==> src/rtl/mag_pkg.sv <==
// Shared types for the magnetron controller: cook states and request priority.
package mag_pkg;

  typedef enum logic [1:0] {
    ST_IDLE  = 2'd0,
    ST_COOK  = 2'd1,
    ST_PAUSE = 2'd2,
    ST_DONE  = 2'd3
  } state_e;

  // Highest-priority active request in a cycle; only that one acts.
  typedef enum logic [2:0] {
    REQ_CLR,
    REQ_DOOR,
    REQ_TIMER,
    REQ_STOP,
    REQ_START,
    REQ_NONE
  } req_e;

  // clrn > door open > timer_done > stopn > startn
  function automatic req_e decode_req(
    input logic clrn,
    input logic door_closed,
    input logic timer_done,
    input logic stopn,
    input logic startn
  );
    if (!clrn)             return REQ_CLR;
    else if (!door_closed) return REQ_DOOR;
    else if (timer_done)   return REQ_TIMER;
    else if (!stopn)       return REQ_STOP;
    else if (!startn)      return REQ_START;
    else                   return REQ_NONE;
  endfunction

endpackage

==> src/rtl/mag_frame_counter.sv <==
// Wrapping power-frame tick counter with synchronous clear and count enable.
module mag_frame_counter #(
  parameter int unsigned CYCLE_LEN = 10,
  parameter int unsigned CNT_W     = $clog2(CYCLE_LEN)
) (
  input  logic             clk,
  input  logic             rst,
  input  logic             clr,
  input  logic             en,
  output logic [CNT_W-1:0] cnt
);

  logic [CNT_W-1:0] cnt_q, cnt_d;

  // Next count: clear wins, otherwise advance and wrap at CYCLE_LEN-1.
  always_comb begin
    cnt_d = cnt_q;
    if (clr) begin
      cnt_d = '0;
    end else if (en) begin
      if (cnt_q == CNT_W'(CYCLE_LEN - 1)) cnt_d = '0;
      else                                cnt_d = cnt_q + 1'b1;
    end
  end

  // Count register.
  always_ff @(posedge clk) begin
    if (rst) cnt_q <= '0;
    else     cnt_q <= cnt_d;
  end

  assign cnt = cnt_q;

endmodule

==> src/rtl/mag_power_ctrl.sv <==
// Cook state machine with pause/resume, duty-cycle power and S/R edge pulses.
module mag_power_ctrl
  import mag_pkg::*;
#(
  parameter int unsigned CYCLE_LEN = 10,
  parameter int unsigned PWR_W     = 4
) (
  input  logic             clk,
  input  logic             rst,
  input  logic             startn,
  input  logic             stopn,
  input  logic             clrn,
  input  logic             door_closed,
  input  logic             timer_done,
  input  logic             tick,
  input  logic [PWR_W-1:0] power_level,
  output logic [1:0]       state,
  output logic             mag_on,
  output logic             S,
  output logic             R,
  output logic             done
);

  localparam int unsigned CNT_W = $clog2(CYCLE_LEN);

  state_e           state_q, state_d;
  logic [PWR_W-1:0] duty_q, duty_d;
  logic             done_q, done_d;
  logic             mag_on_d_q;
  logic [CNT_W-1:0] cnt;
  logic             cnt_clr, cnt_en;
  req_e             req;

  // Next-state, duty latch and counter control from the prioritised request.
  always_comb begin
    req     = decode_req(clrn, door_closed, timer_done, stopn, startn);
    state_d = state_q;
    duty_d  = duty_q;
    unique case (state_q)
      ST_IDLE: begin
        if (req == REQ_START) begin
          state_d = ST_COOK;
          duty_d  = (power_level > PWR_W'(CYCLE_LEN)) ? PWR_W'(CYCLE_LEN) : power_level;
        end
      end
      ST_COOK: begin
        case (req)
          REQ_CLR:   state_d = ST_IDLE;
          REQ_DOOR:  state_d = ST_PAUSE;
          REQ_TIMER: state_d = ST_DONE;
          REQ_STOP:  state_d = ST_PAUSE;
          default:   state_d = ST_COOK;
        endcase
      end
      ST_PAUSE: begin
        // Door open outranks timer_done, so an open door simply holds PAUSE.
        case (req)
          REQ_CLR:   state_d = ST_IDLE;
          REQ_TIMER: state_d = ST_DONE;
          REQ_START: state_d = ST_COOK;
          default:   state_d = ST_PAUSE;
        endcase
      end
      ST_DONE: begin
        if (!clrn || !door_closed) state_d = ST_IDLE;
      end
      default: state_d = ST_IDLE;
    endcase
    done_d  = (state_d == ST_DONE);
    // Clearing on the IDLE-bound transition keeps cnt at 0 for the whole IDLE stay;
    // ticks only count while staying in COOK, so entry/exit ticks are dropped.
    cnt_clr = (state_d == ST_IDLE);
    cnt_en  = tick && (state_q == ST_COOK) && (state_d == ST_COOK);
  end

  // FSM, duty, done and delayed mag_on registers.
  always_ff @(posedge clk) begin
    if (rst) begin
      state_q    <= ST_IDLE;
      duty_q     <= '0;
      done_q     <= 1'b0;
      mag_on_d_q <= 1'b0;
    end else begin
      state_q    <= state_d;
      duty_q     <= duty_d;
      done_q     <= done_d;
      mag_on_d_q <= mag_on;
    end
  end

  mag_frame_counter #(
    .CYCLE_LEN (CYCLE_LEN),
    .CNT_W     (CNT_W)
  ) u_frame_counter (
    .clk (clk),
    .rst (rst),
    .clr (cnt_clr),
    .en  (cnt_en),
    .cnt (cnt)
  );

  // door_closed is gated combinationally so an opening door kills RF immediately.
  assign mag_on = (state_q == ST_COOK) && (PWR_W'(cnt) < duty_q) && door_closed;
  assign S      = mag_on & ~mag_on_d_q;
  assign R      = ~mag_on & mag_on_d_q;
  assign state  = state_q;
  assign done   = done_q;

endmodule

==> config.mk <==
export PLATFORM = sky130hd
export DESIGN_NAME = mag_power_ctrl
export DESIGN_NICKNAME = d
export VERILOG_FILES = /design/src/rtl/mag_pkg.sv /design/src/rtl/mag_frame_counter.sv /design/src/rtl/mag_power_ctrl.sv
export SDC_FILE = /design/constraint.sdc
export NUM_CORES = 1
export LEC_CHECK = 0
export CAP_MARGIN = 10
export CORE_MARGIN = 2
export CORE_UTILIZATION = 45
export CTS_CLUSTER_SIZE = 16
export DETAILED_ROUTE_END_ITERATION = 8
export GPL_TIMING_DRIVEN = 0
export PLACE_DENSITY = 0.76
export SYNTH_ARGS = -nofsm -noshare
export SYNTH_HDL_FRONTEND = slang
export SYNTH_SLANG_ARGS = --single-unit
==> constraint.sdc <==
create_clock -name clk -period 2.95 [get_ports clk]
set_clock_uncertainty 0.1 [all_clocks]
set_input_delay 0.885 -clock clk [delete_from_list [all_inputs] [get_ports clk]]
set_output_delay 0.885 -clock clk [all_outputs]
set_load 0.1 [all_outputs]
## Word level (Yosys, flattened, before mapping)

Cells that the tools add are included.

| storage, ports and cells | value |
|---|---|
| bits in registers | 12 |
| bits in latches | 0 |
| bits in writable memories | 0 |
| bits in read-only memories | 0 |
| bits of input ports | 12 |
| output and inout port bits | 6 |
| logic and storage cells | 47 |
| memories kept | 0 |

| cells by class | value |
|---|---|
| add/subtract/negate cells | 1 |
| multiply operators | 0 |
| divide/modulo/power cells | 0 |
| magnitude comparators | 2 |
| eq/ne operators | 10 |
| shifts and indexed selects | 0 |
| mux-type cells | 12 |
| bitwise gates (word level) | 4 |
| reductions and logical operators | 13 |

Operators with widths:

| operator | count |
|---|---|
| $mux W3 | 4 |
| $pmux W2 S3 | 2 |
| $mux W4 | 2 |
| $pmux W2 S4 | 1 |
| $eq A2 B2 Y1 const B | 3 |
| $eq A3 B2 Y1 const B | 2 |
| $add A4 B1 Y4 const B | 1 |
| $eq A2 B1 Y1 const B | 2 |
| $eq A4 B4 Y1 const B | 1 |
| $gt A4 B4 Y1 const B | 1 |
| $logic_and A1 B1 Y1 | 4 |
| $logic_not A2 Y1 | 2 |
| $lt A4 B4 Y1 | 1 |
| $mux W2 | 2 |
| $reduce_or A2 Y1 | 2 |
| $eq A3 B1 Y1 const B | 1 |
| $eq A3 B3 Y1 const B | 1 |
| $logic_not A3 Y1 | 1 |
| $and A1 B1 Y1 | 2 |
| $logic_not A1 Y1 | 2 |
| $not A1 Y1 | 2 |
| $reduce_and A2 Y1 | 1 |
| $logic_or A1 B1 Y1 | 1 |
| $mux W1 | 1 |

## Longest topological paths before layout

| depth | value |
|---|---|
| word-level depth | 11 |
| mapped depth | 6 |
| depth with buffers taken out | 6 |

## Cells and area by module

A second synthesis with hierarchy kept.

| second synthesis, totals | value |
|---|---|
| cells, all modules | 76 |
| area total of the unflattened synthesis | 649.4 um^2 |

By module, submodules not included:

| module | times used | cells an instance | area an instance (um^2) | seq. area each (um^2) |
|---|---|---|---|---|
| mag_power_ctrl | 1 | 56 | 456.7 | 160.2 |
| mag_frame_counter | 1 | 20 | 192.7 | 80.1 |

## Worst setup path after synthesis

No wires, ideal clock.

| timing | value |
|---|---|
| kind | register to output |
| start point | register state_q[0] (netlist: state[0]) |
| end point | output S |
| arrival | 2.938 ns |
| data required time | 1.965 ns |
| setup slack | -0.973 ns |
| cell stages (with the launch flop) | 5 |
| path buffers | 1 |
| cells stage by stage | dfxtp_1 > clkbuf_2 > nand3b_1 > a211o_1 > nor2_1 |

| between the ends | value |
|---|---|
| cells in the longest elaborated chain, start to end | 4 |

RTL lines:

| what | RTL line | source |
|---|---|---|
| from (decl) | mag_power_ctrl.sv:26 | `state_e state_q, state_d;` |
| from (signal assigned) | mag_power_ctrl.sv:84 | `state_q <= state_d;` |
| $eq A2 B1 Y1 | mag_power_ctrl.sv:103 | `assign mag_on = (state_q == ST_COOK) && (PWR_W'(cnt) < duty_q) && door_closed;` |
| $logic_and A1 B1 Y1 (2 in a row) | mag_power_ctrl.sv:103 |  |
| $and A1 B1 Y1 | mag_power_ctrl.sv:104 | `assign S = mag_on & ~mag_on_d_q;` |
| to (decl) | mag_power_ctrl.sv:19 | `output logic S,` |

Every way passes these cells.

## Worst setup path in the final report

| timing | value |
|---|---|
| start point | register u_frame_counter.cnt_q[1] (netlist: u_frame_counter.cnt[1]) |
| end point | output R |

| between the ends | value |
|---|---|
| cells in the longest elaborated chain, start to end | 5 |

RTL lines:

| what | RTL line | source |
|---|---|---|
| from (decl) | mag_frame_counter.sv:13 | `logic [CNT_W-1:0] cnt_q, cnt_d;` |
| from (signal assigned) | mag_frame_counter.sv:29 | `else cnt_q <= cnt_d;` |
| $lt A4 B4 Y1 | mag_power_ctrl.sv:103 |  |
| $logic_and A1 B1 Y1 (2 in a row) | mag_power_ctrl.sv:103 |  |
| $not A1 Y1 | mag_power_ctrl.sv:105 | `assign R = ~mag_on & mag_on_d_q;` |
| $and A1 B1 Y1 | mag_power_ctrl.sv:105 |  |
| to (decl) | mag_power_ctrl.sv:20 | `output logic R,` |

Every way passes these cells.

==> flow_summary_export.csv <==
group,metric,value,unit
outcome,status,"finished clean",
floorplanning,fp.dieArea,1740,um2
sta,hold_slack,379,ps
worst_setup_path,reg2reg_from,"state[0]",
synth,syn_nets,90,
clock_tree,cts_tree,"done",
synth,yosysWarnings,0,
floorplanning,die_h,41.7,um
placement,place.gp.congestion,0.787,
synth,synth_top_area_cell,"dfxtp_1",
clock_tree,cts_buffer_depth,2,
floorplanning,coreArea,1320,um2
global_routing,gr-total-overflow,0,
sta,hold_viol_final,0,
route,drc,0,
synth,synthFlopType,"dfxtp_1",
sta,clock.fmax,0.347,GHz
synth,synth_edf_count,0,
finish,synthToLayoutAreaGrowth,42.2,%
sta,setup_ws,68.0,ps
worst_setup_path,crit_fanout,5,
worst_setup_path,required,1970,ps
route,vias,625,
sta,maxSlewViolCount,0,
sta,worst_pin_slew,959,ps
route,antenna_left,0,
route,routedWlPerCell,13.3,um
synth,ys_seq_area_frac,0.375,
clock_tree,cts_buffers,3,
sta,min_period,2880,ps
finish,multi_input_area,400,um2
worst_setup_path,end_kind,"output port",
synth,syn-cell-area,641,um2
synth,avgSynthCellArea,8.54,um2
clock_tree,cts.reportedPaths.clkPinSlew,70,ps
clock_tree,root_buffer,"clkbuf_4",
worst_setup_path,regToRegSetupSlack,1390,ps
placement,dp_hpwl,1080,um
worst_setup_path,critPathKind,"reg -> out",
synth,synth_async_sr_flop_share,0,
worst_hold_path,min_path_type,"reg -> reg",
worst_hold_path,hold_depth,2,
synth,syn_inst,75,
worst_setup_path,worstSetupStartpointType,"register",
route,wirelength,1480,um
sta,setup_viol,0,
finish,layout-drive-gt1-share,0.208,
placement,placed_area,835,um2
clock_tree,h-tree-depth,1,
worst_hold_path,whs_endpoint,"duty_q[0]",
worst_setup_path,regToRegEndpoint,"u_frame_counter.cnt[0]",
finish,fillers,108,
worst_setup_path,reg2regPathDepth,7,
global_routing,grt_max_degree,11,
route,viasPerCell,5.63,
route,drtIter0Drc,12,
finish,antenna_cells,0,
synth,synthDistinctLibCells,26,
worst_hold_path,worstHoldStart,"duty_q[0]",
clock_tree,clk_latency,270,ps
floorplanning,rows,13,
global_routing,grt_pass1_wl,2620,um
clock_tree,cts.sinks,12,
placement,post-place-ws,-1280,ps
finish,stdcell_area,911,um2
sta,period_share,0.977,
finish,final_nets,113,
synth,ys_ff_latch,12,
floorplanning,die_w,41.7,um
synth,synth_top_area_frac,0.375,
sta,slew-limit-headroom,0.359,
worst_setup_path,cp.arrival,1900,ps
floorplanning,ios,18,
route,firstDrtPassIters,5,
floorplanning,start_util,0.486,
flow_run,maxCapViolCount,0,
global_routing,antenna_found_initial,0,
sta,fin_setup_tns,0,ps
global_routing,gr-usage-all-layers,0.198,
sta,rsz0062_at_grt,"no",
finish,area.sequential,248,um2
power,p_leak,0.293,nW
placement,io_buffers,16,
global_routing,grt_pass1_vias,591,
power,vdd_ir_drop_max,267,uV
synth,synth.area.top_cells,"dfxtp_1, nor2_1, ha_1, nand4b_1, mux2i_1",
power,power.density,327,nW/um2
## worst max-delay path: stages (launching register included)
cell,delay [ps]
dfxtp_4,370
ha_4,230
a21o_1,180
a21o_1,170
a211o_4,360
and2_4,160
buf_12,160
## cells in the final DEF, fill, tap and decap left out, drive strengths merged
cell	count
clkdlybuf4s50	12
dfxtp	12
nor2	11
buf	7
inv	5
nand2	5
nand4b	4
clkbuf	4
o21ai	4
nand2b	3
a21o	3
nand3b	3
mux2i	3
a21oi	3
ha	3
o2111ai	2
a211o	2
clkinvlp	1
and2	1
nor4	1
a211oi	1
nand3	1
xnor2	1
nor2b	1
or3	1
nor3	1
a31oi	1
## kinds of logic (layout without fill, tap and decap cells)
logic type,after synthesis,count (layout),share of synthesized area
adder cells (fa/ha/maj),3,3,0.0586
AND/OR/NAND/NOR,32,32,0.291
AO/OA/AOI/OAI,16,16,0.166
buffers and inverters,8,29,0.0488
multiplexers,3,3,0.0469
XOR/XNOR,1,1,0.0137
flip-flops,12,12,0.375
## through the flow
stage,utilization,instances,power [W]
final,0.691,111,0.000298
after global routing,0.691,111,0.000309
after CTS,0.676,110,0.000300
after detailed placement,0.633,106,0.000200
after global placement,0.633,106,0.000199
after floorplan,-,75,0.000180
## worst max path at each step
stage | startpoint | endpoint | depth (start not counted)
finish | u_frame_counter.cnt[1] | R | 6
global route | duty_q[1] | R | 7
CTS | duty_q[1] | R | 7
detailed placement | door_closed | S | 5
global placement | door_closed | S | 5
floorplan | state[0] | S | 4
## synth_stat cells, drive strengths merged (2+ instances only)
cell     number
nand2         5
nand2b        3
nor2         11
nand3b        3
o21ai         4
nand4b        4
inv           6
a211o         2
a21o          3
a21oi         3
ha            3
mux2i         3
o2111ai       2
dfxtp        12
## registers in the layout, indices dropped and copies added (netlist names)
name                 cells
duty_q                   4
done                     1
mag_on_d_q               1
u_frame_counter.cnt      4
state                    2
## metal layers
metal,vias up,track usage,share of wire
li1,309,-,-
met1,287,0.227,0.41
met2,24,0.331,0.51
met3,5,0.0478,0.055
met4,0,0.116,0.027
met5,-,0,0
## report_power, final
part	internal, W	switching [W]
registers	0.000162	0.000000690
logic	0.0000174	0.0000157
clock network	0.0000474	0.0000550
## layout make-up
class,count,area share
Inverter,6,0.0288
Clock buffer,3,0.0247
Buffer,2,0.00962
Sequential cell,12,0.272
Timing Repair Buffer,18,0.205
Tap cell,15,0.0206
Multi-Input combinational cell,55,0.440
## repair_timing
| action | in CTS | in global routing |
|---|---|---|
| gates resized for setup | 30 | 4 |
| pin swaps | 1 | 5 |
| setup buffers | 1 | 1 |
| hold buffers | 0 | 0 |
| endpoints found under the setup margin | 3 | 3 |
No activity file was read; power rests on OpenSTA's default activity.
